### src/rtl/div_ctrl.sv
// div_ctrl: sequencer for the shared radix-2 restoring divider behind DIV/DIVU/REM/REMU.
// Optional build macro DIV_EARLY_OUT_EN: finish at accept when |dividend| < |divisor|.
module div_ctrl #(
   parameter int XLEN = 32
) (
   input  logic            clock,
   input  logic            reset,
   input  logic            enable,
   input  logic [3:0]      div_op,
   input  logic [XLEN-1:0] rdata1,
   input  logic [XLEN-1:0] rdata2,
   input  logic            clear,
   output logic            busy,
   output logic            ready,
   output logic [XLEN-1:0] result
);
   localparam int CNT_W = $clog2(XLEN) + 1;
   localparam logic [XLEN-1:0] ONE     = {{(XLEN-1){1'b0}}, 1'b1};
   localparam logic [XLEN-1:0] MIN_NEG = {1'b1, {(XLEN-1){1'b0}}};

   typedef enum logic [1:0] {IDLE, RUN, FIX} state_t;
   state_t state, state_nxt;

   logic [XLEN-1:0]  dvd, dvs, rem_acc, quo;
   logic [CNT_W-1:0] cnt;
   logic             want_rem, bypass, neg_q, neg_r;

   function automatic logic [XLEN-1:0] negate(input logic [XLEN-1:0] v, input logic en);
      return en ? (~v + ONE) : v;
   endfunction

   function automatic logic [XLEN-1:0] magnitude(input logic signed [XLEN-1:0] v,
                                                 input logic is_signed);
      return (is_signed && (v < 0)) ? (~v + ONE) : v;
   endfunction

   // Op decode: anything that is not exactly one-hot falls through to divu.
   logic op_div, op_rem, op_remu, op_signed, op_want_rem;
   assign op_div      = (div_op == 4'b1000);
   assign op_rem      = (div_op == 4'b0010);
   assign op_remu     = (div_op == 4'b0001);
   assign op_signed   = op_div | op_rem;
   assign op_want_rem = op_rem | op_remu;

   logic signed [XLEN-1:0] dividend_s, divisor_s;
   logic [XLEN-1:0]        abs_a, abs_b;
   logic                   sign_a, sign_b, div_zero, ovf, early;
   assign dividend_s = rdata1;
   assign divisor_s  = rdata2;
   assign abs_a      = magnitude(dividend_s, op_signed);
   assign abs_b      = magnitude(divisor_s, op_signed);
   assign sign_a     = op_signed & (dividend_s < 0);
   assign sign_b     = op_signed & (divisor_s < 0);
   assign div_zero   = (rdata2 == '0);
   assign ovf        = op_signed && (rdata1 == MIN_NEG) && (rdata2 == '1);
`ifdef DIV_EARLY_OUT_EN
   assign early      = (abs_a < abs_b);
`else
   assign early      = 1'b0;
`endif

   // One restoring step: shift in the next dividend bit, keep the trial difference if non-negative.
   logic [XLEN-1:0] rem_sh;
   logic [XLEN:0]   trial;
   logic [XLEN-1:0] fixed;
   assign rem_sh = {rem_acc[XLEN-2:0], dvd[XLEN-1]};
   assign trial  = {1'b0, rem_sh} - {1'b0, dvs};
   assign fixed  = want_rem ? negate(rem_acc, neg_r & ~bypass)
                            : negate(quo, neg_q & ~bypass);

   always_ff @(posedge clock or negedge reset) begin
      if (!reset) state <= IDLE;
      else        state <= state_nxt;
   end

   always_comb begin
      state_nxt = state;
      busy      = (state != IDLE);
      case (state)
         IDLE: if (enable) state_nxt = (div_zero || ovf || early) ? FIX : RUN;
         RUN:  if (cnt == CNT_W'(1)) state_nxt = FIX;
         FIX:  state_nxt = IDLE;
         default: state_nxt = IDLE;
      endcase
      if (clear) state_nxt = IDLE;
   end

   always_ff @(posedge clock or negedge reset) begin
      if (!reset) begin
         dvd      <= '0;
         dvs      <= '0;
         rem_acc  <= '0;
         quo      <= '0;
         cnt      <= '0;
         want_rem <= 1'b0;
         bypass   <= 1'b0;
         neg_q    <= 1'b0;
         neg_r    <= 1'b0;
         ready    <= 1'b0;
         result   <= '0;
      end else begin
         ready <= 1'b0;
         if (!clear) begin
            case (state)
               IDLE: if (enable) begin
                  want_rem <= op_want_rem;
                  bypass   <= div_zero | ovf;
                  neg_q    <= op_div & (sign_a ^ sign_b);
                  neg_r    <= op_rem & sign_a;
                  dvd      <= abs_a;
                  dvs      <= abs_b;
                  cnt      <= CNT_W'(XLEN);
                  quo      <= '0;
                  rem_acc  <= '0;
                  if (div_zero) begin
                     quo     <= '1;
                     rem_acc <= rdata1;
                  end else if (ovf) begin
                     quo     <= rdata1;
                  end else if (early) begin
                     rem_acc <= abs_a;
                  end
               end
               RUN: begin
                  dvd     <= {dvd[XLEN-2:0], 1'b0};
                  rem_acc <= trial[XLEN] ? rem_sh : trial[XLEN-1:0];
                  quo     <= {quo[XLEN-2:0], ~trial[XLEN]};
                  cnt     <= cnt - CNT_W'(1);
               end
               FIX: begin
                  result <= fixed;
                  ready  <= 1'b1;
               end
               default: ;
            endcase
         end
      end
   end

endmodule

### config.mk
export PLATFORM = sky130hd
export DESIGN_NAME = div_ctrl
export DESIGN_NICKNAME = d
export VERILOG_FILES = /design/src/rtl/div_ctrl.sv
export SDC_FILE = /design/constraint.sdc
export NUM_CORES = 1
export LEC_CHECK = 0
export ABC_CLOCK_PERIOD_IN_PS = 3800
export BUFFER_PORTS_ARGS = -buffer_cell sky130_fd_sc_hd__buf_2
export CAP_MARGIN = 5
export CORE_ASPECT_RATIO = 1.75
export CORE_MARGIN = 2
export CORE_UTILIZATION = 61
export DETAILED_ROUTE_END_ITERATION = 8
export PLACE_DENSITY = 0.81
export SYNTH_ARGS = -nofsm -noshare
export SYNTH_HDL_FRONTEND = slang
export SYNTH_SLANG_ARGS = --single-unit
### constraint.sdc
create_clock -name clock -period 3.8 [get_ports clock]
set_input_delay 0.19 -clock clock [delete_from_list [all_inputs] [get_ports clock]]
set_output_delay 0.19 -clock clock [all_outputs]
set_load 0.01 [all_outputs]
-- Yosys cells after proc, flatten, opt, wreduce, memory -nomap -nowiden
Cells that the tools add are included.
- add/subtract/negate cells: 6
- magnitude comparators: 2
- equal/unequal tests: 11
- mux-type cells: 24
- bitwise operators: 17
- reduce and logical (&&, ||, !) cells: 13
- operators with widths (kind ; count):
    $mux W32 ; 12
    $pmux W32 S2 ; 3
    $add A32 B1 Y32 const B ; 4
    $not A32 Y32 ; 4
    $eq A32 B32 Y1 const B ; 2
    $lt A32 B1 Y1 const B ; 2
    $sub A32 B32 Y33 ; 1
    $logic_not A32 Y1 ; 1
    $pmux W6 S2 ; 1
    $mux W2 ; 4
    $and A1 B1 Y1 ; 6
    $eq A6 B1 Y1 const B ; 1
    $mux W6 ; 1
    $ne A3 B3 Y1 const B ; 2
    $reduce_and A3 Y1 ; 2
    $sub A6 B1 Y6 const B ; 1
    $eq A4 B1 Y1 const B ; 1
    $eq A4 B2 Y1 const B ; 1
    $eq A4 B4 Y1 const B ; 1
    $logic_and A1 B1 Y1 ; 4
    $pmux W2 S2 ; 1
    $reduce_and A2 Y1 ; 2
    $reduce_bool A2 Y1 ; 2
    $not A1 Y1 ; 3
    8 further kinds ; 11
- register bits after elaboration: 173
- input bits: 72
- logic and storage cells: 85

-- Longest topological paths before layout
- word-level depth: 9
- mapped depth: 14

-- Worst setup path after synthesis
No wires, ideal clock.
- path kind: reg2reg
- start: register dvd[31]
- end: register rem_acc[20]
- setup time: 0.082 ns
- data arrival time: 2.938 ns
- required time: 3.718 ns
- slack: 0.780 ns
- stages on the path, launching flop included: 15
- path buffers: 2
- clock period less this slack: 3.020 ns
- cells stage by stage: dfrtp_1 > inv_1 > ha_1 > fa_1 > nand2b_1 > a21o_1 > a21oi_1 > o22ai_1 > o211ai_1 > o211ai_1 > o21a_1 > buf_2 > buf_4 > o31a_1 > a31oi_1
- word-level cells in the longest chain between the ends: 3
- ends and longest elaborated chain (what ; RTL line ; source):
    start: declaration ; 24 ; logic [XLEN-1:0] dvd, dvs, rem_acc, quo;
    start signal: assignment ; 110 ; dvd <= abs_a;
    start signal: assignment ; 125 ; dvd <= {dvd[XLEN-2:0], 1'b0};
    $sub A32 B32 Y33 ; 67 ; assign trial = {1'b0, rem_sh} - {1'b0, dvs};
    $mux W32 ; 126 ; rem_acc <= trial[XLEN] ? rem_sh : trial[XLEN-1:0];
    $pmux W32 S2 ; 104 ; case (state)
    end signal: assignment ; 117 ; rem_acc <= rdata1;
    end signal: assignment ; 121 ; rem_acc <= abs_a;
    end signal: assignment ; 126 ;
    end: declaration ; 24 ;
Every way passes these cells.
A chain may end at the register's enable or synchronous reset.

-- Final worst setup path
- start: register rem_acc[8]
- end: register rem_acc[0]
- word-level cells in the longest chain between the ends: 3
- ends and longest elaborated chain (what ; RTL line):
    $sub A32 B32 Y33 ; 67
    $mux W32 ; 126
    $pmux W32 S2 ; 104
Every way passes these cells.

==> metrics <==
CTS tree done; initial antenna violation count 0; latest clock arrival within the worst-skew pair 0.45 ns; vias in the first global route approximately 11k; Row Count 68; Worst Hold Class in -> reg; Compound-Gate Fraction of Synth Area 0.247; Synth Area per Inst 7.91 sq um; GP Congestion 1.02; Clock transition at path regs approximately 0.06 ns; Synth cell types 69; die width about 110 um; ys async rst share 1.00; Post-CTS Repair Setup Buffers 0; reg2reg end rem_acc[0]; largest family of logic cells by synthesized area compound AO/OA/AOI/OAI gates; Post-DP HPWL 26,300 um; Place WS 0.385 ns; Fin Hold WS between 0.04 and 0.05 ns; IO Count about 110; number of synthesized register bits 173; Final nets between 1.5k and 2k; Post-Syn Area 0.0122 sq mm; n_diodes 0; post-synthesis sequential area ratio 0.354; Leak Pwr about 6.1 nW; worst-path fanout max 27; hold path startpoint rdata2[1]; Core Util, Final 0.687; Critical Path Start Type register; slew of the pin with the lowest slew margin 0.929 ns; Total GRT Usage 0.338; DR pass1 iterations 6; hold-critical path endpoint dvs[1]; Post-synth EDFFs 0; Max rail drop VDD 0.478 mV; Clock Skews 0.00778 ns; RSZ-0062 raised after global routing false; drt initial violations 827; CTS root buf clkbuf_16; XOR/XNOR Fraction of Synth Area 0.0981; Final Hold Fails 0; GRT overflow 0; DR vias 11.4k; crit end category register; first-pass GRT wire length 56,500 um; Worst Reg2Reg Path Length in Cells 11; Setup TNS 0 ns; power per cell area 808 mW/mm^2; Hold Path Cell Cnt 3; ys flop type dfrtp_1; Die Footprint 0.0212 sq mm; Max Slew Vio Count 0; number of H-tree levels 4; Net Count, Synth 1,657; Starting Density 0.619; max_cap viols 0; # port buffers between 100 and 150; Tmin final 3.48 ns; reg2reg setup slack 0.32 ns; Antenna Nets Post-Route 0; simple-gate portion of the synthesized area 0.190; final setup margin about 0.32 ns; setup violators final 0; Req. time, crit path 4.16 ns; Slew HR 0.379; mux cell area share after synthesis 0.0237; Longest Clk Path Bufs 2; Max Freq roughly 290 MHz; share of layout cells above drive strength 1 0.110; core area 0.0197 sq mm; period utilisation layout 0.916; P&R area growth vs syn 11.0%; yosys warns 0; CP arrival 3.84 ns; Routed WL per cell 18.9 um; Post-Synthesis Cells 1,545; clock sinks 173; die height roughly 190 um; Via density approximately 6.1; FF-to-FF Start rem_acc[8]; WL final 35,400 um; status finished clean; DRC 0; largest net degree at the start of global routing 162; Post-Synth Adder-Cell Area 0.0415; critical path class reg -> reg; total power 11.0 mW; CTS Buf Count 17
metal layers:
metal | part of all wire | vias up | GRT usage | routed length (um)
met5 | 0 | - | 0 | 0
met4 | 0.069 | 0 | 0.227 | 2460
met3 | 0.049 | 109 | 0.0571 | 1730
met2 | 0.50 | 374 | 0.588 | 17700
met1 | 0.38 | 5374 | 0.378 | 13500
li1 | - | 5588 | - | -
cell usage after synthesis, types with 12 or more instances:
cell type / instances / share of area
o21ai_0: 155 / 0.063
nor4_1: 16 / 0.0082
o211ai_1: 12 / 0.0074
nand3_1: 15 / 0.0061
nand4_1: 14 / 0.0072
o31ai_1: 19 / 0.012
o21ai_1: 57 / 0.023
ha_1: 39 / 0.040
a21oi_1: 191 / 0.078
o41ai_1: 15 / 0.011
inv_1: 59 / 0.018
dfrtp_1: 173 / 0.35
nor3_1: 22 / 0.0090
nor2_1: 117 / 0.036
and3_1: 18 / 0.0092
xor2_1: 65 / 0.047
mux2i_1: 20 / 0.016
or3_1: 24 / 0.012
a21o_1: 17 / 0.010
nand2_1: 218 / 0.067
clkbuf_1: 63 / 0.019
xnor2_1: 72 / 0.052
or4_1: 12 / 0.0074
final cells by class:
type / count / area, sq um
multi-input combinational: 1230 / 7370
timing repair buffer: 134 / 795
tap: 245 / 307
clock inverter: 5 / 58.8
inverter: 59 / 221
fill: 1726 / 6170
sequential: 173 / 4330
clock buffer: 24 / 492
sequential cells by signal, summed over array words and instances, names as in the netlist:
name and flops:
bypass 1, quo 32, dvd 32, cnt 6, rem_acc 32, want_rem 1
result 32, neg_q 1, neg_r 1, state 2, ready 1, dvs 32
worst max-delay path, stage by stage, from the launching register on:
cell and delay (ns):
dfrtp_1 0.55, ha_1 0.35, a21oi_1 0.17, inv_1 0.08
or3_1 0.32, o22ai_1 0.34, o211ai_1 0.16, o211ai_1 0.32
o21a_1 0.20, buf_4 0.38, mux2_2 0.38, o21ai_0 0.15
kinds of logic (layout without fill, tap and decap cells):
group | after synthesis | in the layout
XOR/XNOR | 137 | 137
flip-flops | 173 | 173
adder cells (fa/ha/maj) | 40 | 40
AO/OA/AOI/OAI | 526 | 526
buffers and inverters | 142 | 222
multiplexers | 28 | 28
AND/OR/NAND/NOR | 499 | 499
placed cells by master, fill, tap and decap left out, drive strengths merged, types with 3 or more instances in the layout:
cell         instances
xnor2               72
or4                 13
o2111ai              4
and2                 9
nor2               118
dlygate4sd3          3
nand2b               9
mux2i               20
a21oi              191
nor3                24
buf                131
nand3               16
o21ai              212
o31ai               22
clkbuf              24
mux2                 8
xor2                65
inv                 60
a221oi               3
o211ai              12
or2                  3
nor2b               10
o21a                 9
a21o                17
dfrtp              173
a31oi               10
ha                  39
o41ai               16
nand4               14
and3                18
a211o                4
nand2              218
or3                 25
o21bai               5
nor4                19
o31a                 4
stage by stage:
stage	instances	area (sq um)
global route	1870	13600
global placement	1838	13000
CTS	1870	13600
detailed placement	1838	13000
finish	1870	13600
floorplan	1545	12200
report_power, final:
group | internal (mW) | total (mW) | switching (mW)
Clock | 0.961 | 1.68 | 0.720
Sequential | 2.48 | 3.12 | 0.631
Combinational | 2.40 | 6.17 | 3.77
Total | 5.85 | 11.0 | 5.12
how the worst max path moves through the flow:
stage,startpoint,to,slack [ns],depth (start not counted)
2_1_floorplan,dvd[31],rem_acc[20],0.78,14
3_3_place_gp,rem_acc[11],rem_acc[31],0.48,10
3_5_place_dp,rem_acc[8],rem_acc[0],0.38,11
4_1_cts,dvd[31],rem_acc[28],0.33,13
5_1_grt,dvd[31],rem_acc[31],0.11,13
6_report,rem_acc[8],rem_acc[0],0.32,11
repair_timing:
action,in CTS,in global routing
hold endpoints to repair,95,0
setup endpoints to repair,0,0
resized for setup,0,0
hold buffers,3,0
Note: power is estimated with default switching activity, not from simulation.
